File: config.mk
export PLATFORM = sky130hd
export DESIGN_NAME = bus_demux
export DESIGN_NICKNAME = d
export VERILOG_FILES = /design/src/rtl/bus_demux_pkg.sv /design/src/rtl/bus_demux_slot.sv /design/src/rtl/bus_demux.sv
export SDC_FILE = /design/constraint.sdc
export NUM_CORES = 1
export LEC_CHECK = 0
export ABC_CLOCK_PERIOD_IN_PS = 2500
export BUFFER_PORTS_ARGS = -buffer_cell sky130_fd_sc_hd__buf_2
export CORE_ASPECT_RATIO = 1.4
export CORE_UTILIZATION = 52
export DETAILED_ROUTE_END_ITERATION = 8
export GPL_TIMING_DRIVEN = 0
export HOLD_SLACK_MARGIN = 0.03
export PLACE_DENSITY = 0.85
export SYNTH_ARGS = -nofsm -noshare
export SYNTH_HDL_FRONTEND = slang
export SYNTH_SLANG_ARGS = --single-unit
File: constraint.sdc
create_clock -name clk -period 2.5 [get_ports clk]
set_input_delay 0.375 -clock clk [delete_from_list [all_inputs] [get_ports clk]]
set_output_delay 0.375 -clock clk [all_outputs]
set_load 0.01 [all_outputs]
File: src/rtl/bus_demux_pkg.sv
// ---------------------------------------------------------------------------
// bus_demux_pkg
// Shared types and constants for the bus_demux block (one producer stream
// fanned out to up to MAX_DEST one-entry consumer registers).
//
// Contents:
//   WORD_W    default datapath word width
//   word_t    one datapath word
//   MAX_DEST  largest supported number of destinations
//   dest_t    widest destination index (covers MAX_DEST)
//   CNT_W     width of one delivery counter
//   sat_inc   saturating increment for delivery counters
// ---------------------------------------------------------------------------
package bus_demux_pkg;

  localparam int WORD_W   = 12;
  localparam int MAX_DEST = 8;
  localparam int CNT_W    = 8;

  typedef logic [WORD_W-1:0] word_t;
  typedef logic [2:0]        dest_t;
  typedef logic [CNT_W-1:0]  cnt_t;

  // Counts stick at all-ones instead of wrapping, so a long-running count
  // reads as "at least 255" rather than a misleading small number.
  function automatic cnt_t sat_inc(input cnt_t c);
    cnt_t r;
    if (c == {CNT_W{1'b1}}) r = c;
    else                    r = c + cnt_t'(1);
    return r;
  endfunction

endpackage

File: src/rtl/bus_demux_slot.sv
// ---------------------------------------------------------------------------
// demux_slot
// One-entry output register with a valid/ready handshake. One instance per
// destination of bus_demux.
//
// Ports:
//   clk        in   clock, all state on posedge
//   rst        in   synchronous active-high reset
//   load       in   capture data this cycle (top guarantees slot_ready=1)
//   data       in   WIDTH  word to capture
//   out_ready  in   consumer ready
//   out_valid  out  register holds a word
//   out_data   out  WIDTH  held word (stable while out_valid && !out_ready)
//   slot_ready out  slot can take a word this cycle (empty, or being popped)
//
// Handshake: a word moves when valid and ready are both 1 at posedge; valid
// never depends on ready in the same cycle, and data/valid hold while
// valid=1 and ready=0.
// ---------------------------------------------------------------------------
module demux_slot
  import bus_demux_pkg::*;
#(
  parameter int WIDTH = WORD_W
) (
  input  logic             clk,
  input  logic             rst,
  input  logic             load,
  input  logic [WIDTH-1:0] data,
  input  logic             out_ready,
  output logic             out_valid,
  output logic [WIDTH-1:0] out_data,
  output logic             slot_ready
);

  logic pop;

  assign pop        = out_valid && out_ready;
  // A pop frees the entry at the same edge, so a load can land behind it
  // without a bubble.
  assign slot_ready = !out_valid || out_ready;

  always_ff @(posedge clk) begin
    if (rst) begin
      out_valid <= 1'b0;
      out_data  <= '0;
    end else if (load) begin
      out_valid <= 1'b1;
      out_data  <= data;
    end else if (pop) begin
      // Data keeps its last value after a pop; only valid drops.
      out_valid <= 1'b0;
    end
  end

endmodule

File: src/rtl/bus_demux.sv
// ---------------------------------------------------------------------------
// bus_demux
// Splits one WIDTH-bit producer stream across NUM_DEST consumer ports, each
// backed by a one-entry register (demux_slot). A stalled consumer blocks only
// words addressed to it. Words with an out-of-range destination are accepted,
// dropped and flagged on dest_err for one cycle.
//
// Parameters:
//   WIDTH     data word width (default 12)
//   NUM_DEST  number of destinations, 2..MAX_DEST (default 3)
//   DEST_W    derived: $clog2(NUM_DEST)
//
// Ports:
//   clk        in   single clock, posedge
//   rst        in   synchronous active-high reset
//   in_valid   in   producer word valid
//   in_ready   out  word accepted this cycle (combinational from slot state,
//                   out_ready and in_dest; never from in_data)
//   in_data    in   WIDTH producer word
//   in_dest    in   DEST_W destination index of in_data
//   out_valid  out  NUM_DEST per-destination valid
//   out_ready  in   NUM_DEST per-destination consumer ready
//   out_data   out  NUM_DEST*WIDTH, slot d at [d*WIDTH +: WIDTH]
//   dest_err   out  one-cycle pulse after a word with in_dest >= NUM_DEST
//   deliv_cnt  out  NUM_DEST*8, only when BUS_DEMUX_CNT_EN is defined:
//                   per-destination saturating count of completed pops
//
// Build option: BUS_DEMUX_CNT_EN adds deliv_cnt and its counters.
//
// Handshake (both sides): a transfer happens when valid && ready at posedge.
// Accepted words appear at the destination on the next cycle; there is no
// same-cycle bypass.
// ---------------------------------------------------------------------------
module bus_demux
  import bus_demux_pkg::*;
#(
  parameter  int WIDTH    = WORD_W,
  parameter  int NUM_DEST = 3,
  localparam int DEST_W   = $clog2(NUM_DEST)
) (
  input  logic                      clk,
  input  logic                      rst,
  input  logic                      in_valid,
  output logic                      in_ready,
  input  logic [WIDTH-1:0]          in_data,
  input  logic [DEST_W-1:0]         in_dest,
  output logic [NUM_DEST-1:0]       out_valid,
  input  logic [NUM_DEST-1:0]       out_ready,
  output logic [NUM_DEST*WIDTH-1:0] out_data,
  output logic                      dest_err
`ifdef BUS_DEMUX_CNT_EN
  ,
  output logic [NUM_DEST*CNT_W-1:0] deliv_cnt
`endif
);

  logic                dest_ok;
  logic                sel_ready;
  logic                accept;
  logic [NUM_DEST-1:0] slot_ready;
  logic [NUM_DEST-1:0] load;

  // Destination decode and ready mux. The index is widened to int so an
  // out-of-range code (possible when NUM_DEST is not a power of two) never
  // selects a nonexistent slot; such words see ready=1 and are dropped.
  always_comb begin
    dest_ok   = (int'(in_dest) < NUM_DEST);
    sel_ready = 1'b1;
    for (int d = 0; d < NUM_DEST; d++) begin
      if (int'(in_dest) == d) sel_ready = slot_ready[d];
    end
  end

  assign in_ready = sel_ready;
  assign accept   = in_valid && in_ready;

  always_comb begin
    load = '0;
    for (int d = 0; d < NUM_DEST; d++) begin
      load[d] = accept && dest_ok && (int'(in_dest) == d);
    end
  end

  genvar g;
  generate
    for (g = 0; g < NUM_DEST; g++) begin : g_slot
      demux_slot #(
        .WIDTH (WIDTH)
      ) u_slot (
        .clk        (clk),
        .rst        (rst),
        .load       (load[g]),
        .data       (in_data),
        .out_ready  (out_ready[g]),
        .out_valid  (out_valid[g]),
        .out_data   (out_data[g*WIDTH +: WIDTH]),
        .slot_ready (slot_ready[g])
      );
    end
  endgenerate

  // Registered, so it pulses for exactly the cycle after each bad word and
  // stays high across back-to-back bad words.
  always_ff @(posedge clk) begin
    if (rst) dest_err <= 1'b0;
    else     dest_err <= in_valid && !dest_ok;
  end

`ifdef BUS_DEMUX_CNT_EN
  generate
    for (g = 0; g < NUM_DEST; g++) begin : g_cnt
      cnt_t cnt;

      always_ff @(posedge clk) begin
        if (rst)                              cnt <= '0;
        else if (out_valid[g] && out_ready[g]) cnt <= sat_inc(cnt);
      end

      assign deliv_cnt[g*CNT_W +: CNT_W] = cnt;
    end
  endgenerate
`endif

endmodule
# == Word level (Yosys, flattened, before mapping) ==
# Index checks and enable logic that the tools add are counted.
# totals
ff_bits,40
in_bits,20
# op_classes
muxes,9
reduce_logical,20
n_eq_ne,2
order_cmp,1
# ops
op,n
$logic_and A1 B1 Y1,9
$mux W1,9
$reduce_bool A2 Y1,3
$eq A2 B2 Y1 const B,2
$logic_not A1 Y1,4
$logic_or A1 B1 Y1,3
$logic_not A2 Y1,1
$lt A2 B2 Y1 const B,1

# == Longest topological paths before layout ==
# logic_depth
ltp_word,9
depth_mapped,5

# == Modules after synthesis ==
# From an unflattened synthesis, not the netlist that was laid out.
# hier_totals
hier_cells,141
area_unflattened_um2,1517.7
# by_module_without_submodules
module,cells_each,area_each_um2,instances
demux_slot,43,476.7,3
bus_demux,12,87.6,1

# == Least setup slack after synthesis ==
# Ideal clock, no wire load.
# synth_timing
path_kind,input to register
start,input out_ready[1]
end,register g_slot[1].u_slot.out_data[10]
n_path_buf,2
path_stages,5
setup_time_ps,119
setup_slack_ps,1173
t_arrival_ps,1208
cell_sequence,nand2b_1 > or3b_1 > buf_6 > buf_12 > mux2i_1
# synth_between
elab_chain_cells,6
# synth_rtl
item,line_no,text
start: declaration,bus_demux.sv:48,"input logic [NUM_DEST-1:0] out_ready,"
$logic_or A1 B1 Y1,bus_demux_slot.sv:40,assign slot_ready = !out_valid || out_ready;
$mux W1 (2 in a row),bus_demux.sv:70,if (int'(in_dest) == d) sel_ready = slot_ready[d];
$logic_and A1 B1 Y1,bus_demux.sv:75,assign accept = in_valid && in_ready;
$logic_and A1 B1 Y1 (2 in a row),bus_demux.sv:80,load[d] = accept && dest_ok && (int'(in_dest) == d);
end signal: assignment,bus_demux_slot.sv:48,out_data <= data;
end: declaration,bus_demux_slot.sv:31,"output logic [WIDTH-1:0] out_data,"
# No other way between the ends.
# A chain may end at the register's enable or synchronous reset.

# == Worst setup path in the final report ==
# layout_timing
start,register g_slot[0].u_slot.out_valid
end,output in_ready
# layout_between
elab_chain_cells,5
# layout_rtl
item,line_no,text
start: declaration,bus_demux_slot.sv:30,"output logic out_valid,"
start signal: assignment,bus_demux_slot.sv:44,out_valid <= 1'b0;
start signal: assignment,bus_demux_slot.sv:47,out_valid <= 1'b1;
start signal: assignment,bus_demux_slot.sv:51,out_valid <= 1'b0;
$logic_not A1 Y1,bus_demux_slot.sv:40,
$logic_or A1 B1 Y1,bus_demux_slot.sv:40,
$mux W1 (3 in a row),bus_demux.sv:70,
end: declaration,bus_demux.sv:44,"output logic in_ready,"
# No other way between the ends.

==> results_dict.tcl <==
set metrics [dict create \
    cellPowerDensity_nw_per_um2 629 \
    cts_buffer_depth 2 \
    crit_arrival_ps 1110 \
    worst_pin_slew_ps 434 \
    synth-main-ff-cell "dfxtp_1" \
    cts_resized 0 \
    cts_made_buffers 5 \
    worstReg2RegEnd "g_slot[1].u_slot.out_data[11]" \
    hold_viol_final 0 \
    synth_top_family_by_area "multiplexers" \
    synth_mux_area_share_pct 22.4 \
    r2r_setup_slack_ps 1200 \
    hpwl_um 2780 \
    initial_utilization_pct 56.2 \
    fp-row-count 23 \
    fillCellCount 248 \
    fmax_mhz 671 \
    slew_viol_final 0 \
    pwr-share-comb_pct 10.6 \
    hp-start "in_valid" \
    path_clk_slew_ps 70 \
    pwr-share-seq_pct 50.6 \
    yosysTopAreaCell "dfxtp_1" \
    synth_compound_area_share_pct 1.52 \
    syn-cell-area_um2 1650 \
    post-cts-setup-buffers 0 \
    multi_input_comb_area_um2 762 \
    place.gp.congestion 0.715 \
    first_global_vias 1364 \
    timing.final.crit_share_pct 59.6 \
    synth_top_cell_area_share_pct 48.5 \
    netSwitchingFraction_pct 22.6 \
    hold_end "dest_err" \
    grt_pass1_wl_um 6130 \
    avgSynthCellArea_um2 10.9 \
    status "completed" \
    place_ws_ps 1010 \
    peakVddDrop_v 0.000515 \
    antenna_found_initial 0 \
    cp_max_fo 3 \
    vias_per_cell 5.00 \
    syn_to_final_growth_pct 27.5 \
    leakagePower_uw 0.00109 \
    ys_types 16 \
    die_w_um 49.6 \
    yosysWarnings 0 \
    synthTopCellsByCount "nand2b_1, dfxtp_1, mux2i_1, buf_4, clkbuf_1" \
    async_flop_share_pct 0 \
    cts_root_buffer "clkbuf_8" \
    drt-initial-drc-count 19 \
    synth_fa_ha_area_share_pct 0 \
    worst_hold_path_type "in -> reg" \
    fin_area_um2 2100 \
    drive_above_1_share_pct 34.1 \
    syn_nets 172 \
    fin_skew_ps 6.59 \
    die-height_um 68.7 \
    crit_type "reg -> out" \
    p_clk_share_pct 38.8 \
    drcViolationCount 0 \
    p_int_uw 1030 \
    die_area_um2 3410 \
    core_area_um2 2940 \
    via_count 1286 \
    reg2reg_depth 5 \
    wl_per_cell_um 14.2 \
    endpoint_kind "output pin" \
    synth_edf_count 0 \
    final-setup-viol-count 0 \
    n_antenna_cell 0 \
    drt_wl_total_um 3650 \
    syn_inst 152 \
    final_nets 239 \
    drv_cap 0 \
    period_minus_slack_ps 1490 \
    num_io_pins 61 \
    ctsHoldBuffers 0 \
    synth_area_leaders "dfxtp_1, mux2i_1, nand2b_1, buf_4, buf_12" \
    setup_tns_ps 0 \
    relSlewSlack_pct 71.0 \
    overflow 0 \
    rsz0062_at_grt "false" \
    ys_seq_area_share_pct 48.5 \
    critPathLaunchType "register" \
    yosysMostFrequentCell "nand2b_1" \
    port_buffers 60 \
    placed_area_um2 2000 \
    timing.final.ws_setup_ps 1010 \
    register_area_um2 801 \
    power_switching_uw 299 \
    clkLatencyLatePin_ps 300 \
    h-tree-depth 2 \
    grt_start_max_net_pins 13 \
    cts.sinks 40 \
    ys_ff_latch 40 \
    cts_tree "built" \
    antenna_left 0 \
    synth_xor_area_share_pct 0 \
    required_ps 2120 \
    synthSimpleGateAreaFrac_pct 22.2 \
    grt_usage_pct 24.7 \
    rr_startpoint "g_slot[1].u_slot.out_valid" \
    first_pass_iters 4 \
    worstHoldPathCells 3 \
]
[state kept, by name, summed over array words and instances, names as in the netlist]
register,count
dest_err,1
g_slot.u_slot.out_data,36
g_slot.u_slot.out_valid,3
[layer usage]
layer / up-vias / share of wire, % / GRT usage (%)
li1: 629 / - / -
met4: 0 / 1.9 / 12.5
met2: 40 / 55 / 46.1
met5: - / 0 / 0
met1: 611 / 38 / 24.8
met3: 6 / 5.5 / 7.24
[cell usage in the layout, fill, tap and decap left out, types with 2 or more instances in the layout]
cell	instances
buf_2	60
nand2b_1	51
dfxtp_1	40
mux2i_1	37
clkbuf_1	6
buf_4	5
clkbuf_8	5
a21oi_1	3
o21ai_0	2
[power by group through the flow]
stage	Sequential (uW)	Clock [uW]	Combinational, uW
global placement	684	0	136
finish	671	514	140
detailed placement	685	0	141
CTS	671	521	142
floorplan	695	0	73.9
global route	673	548	154
[final cells by class]
cell class | count | share of cell area (%)
plain buffers | 12 | 4.16
clock buffers | 6 | 3.45
clock inverters | 2 | 1.66
multi-input cells | 100 | 36.2
flip-flops and latches | 40 | 38.0
well taps | 37 | 2.20
repair buffers | 60 | 14.3
[how the worst max path moves through the flow]
stage,start,to,slack (ps),cells past startpoint
detailed placement,in_dest[0],g_slot[2].u_slot.out_data[3],1010,5
floorplan,out_ready[1],g_slot[1].u_slot.out_data[10],1170,5
global placement,out_ready[1],g_slot[1].u_slot.out_data[8],1040,6
finish,g_slot[0].u_slot.out_valid,in_ready,1010,4
global route,g_slot[0].u_slot.out_valid,in_ready,940,4
CTS,g_slot[1].u_slot.out_valid,in_ready,1000,4
[critical path, cell delays in order, from the launching register on]
cell and delay [ps]:
dfxtp_1 350, nand2b_1 110, mux2i_1 140, o21ai_0 80, buf_2 140
[cell families after synthesis]
family,count (synthesis)
buffers and inverters,12
multiplexers,37
flip-flops,40
AO/OA/AOI/OAI,5
AND/OR/NAND/NOR,58
[metrics by stage]
| step | total power (uW) | hold WS [ps] | std cells | utilization (%) |
|---|---|---|---|---|
| 5_1_grt | 1370 | 365 | 257 | 71.7 |
| 6_report | 1320 | 356 | 257 | 71.7 |
| 3_5_place_dp | 827 | 464 | 249 | 68.0 |
| 4_1_cts | 1330 | 356 | 257 | 71.7 |
| 2_1_floorplan | 768 | 477 | 152 | - |
| 3_3_place_gp | 820 | 457 | 249 | 68.0 |
Power figures use the tool's default switching activity.
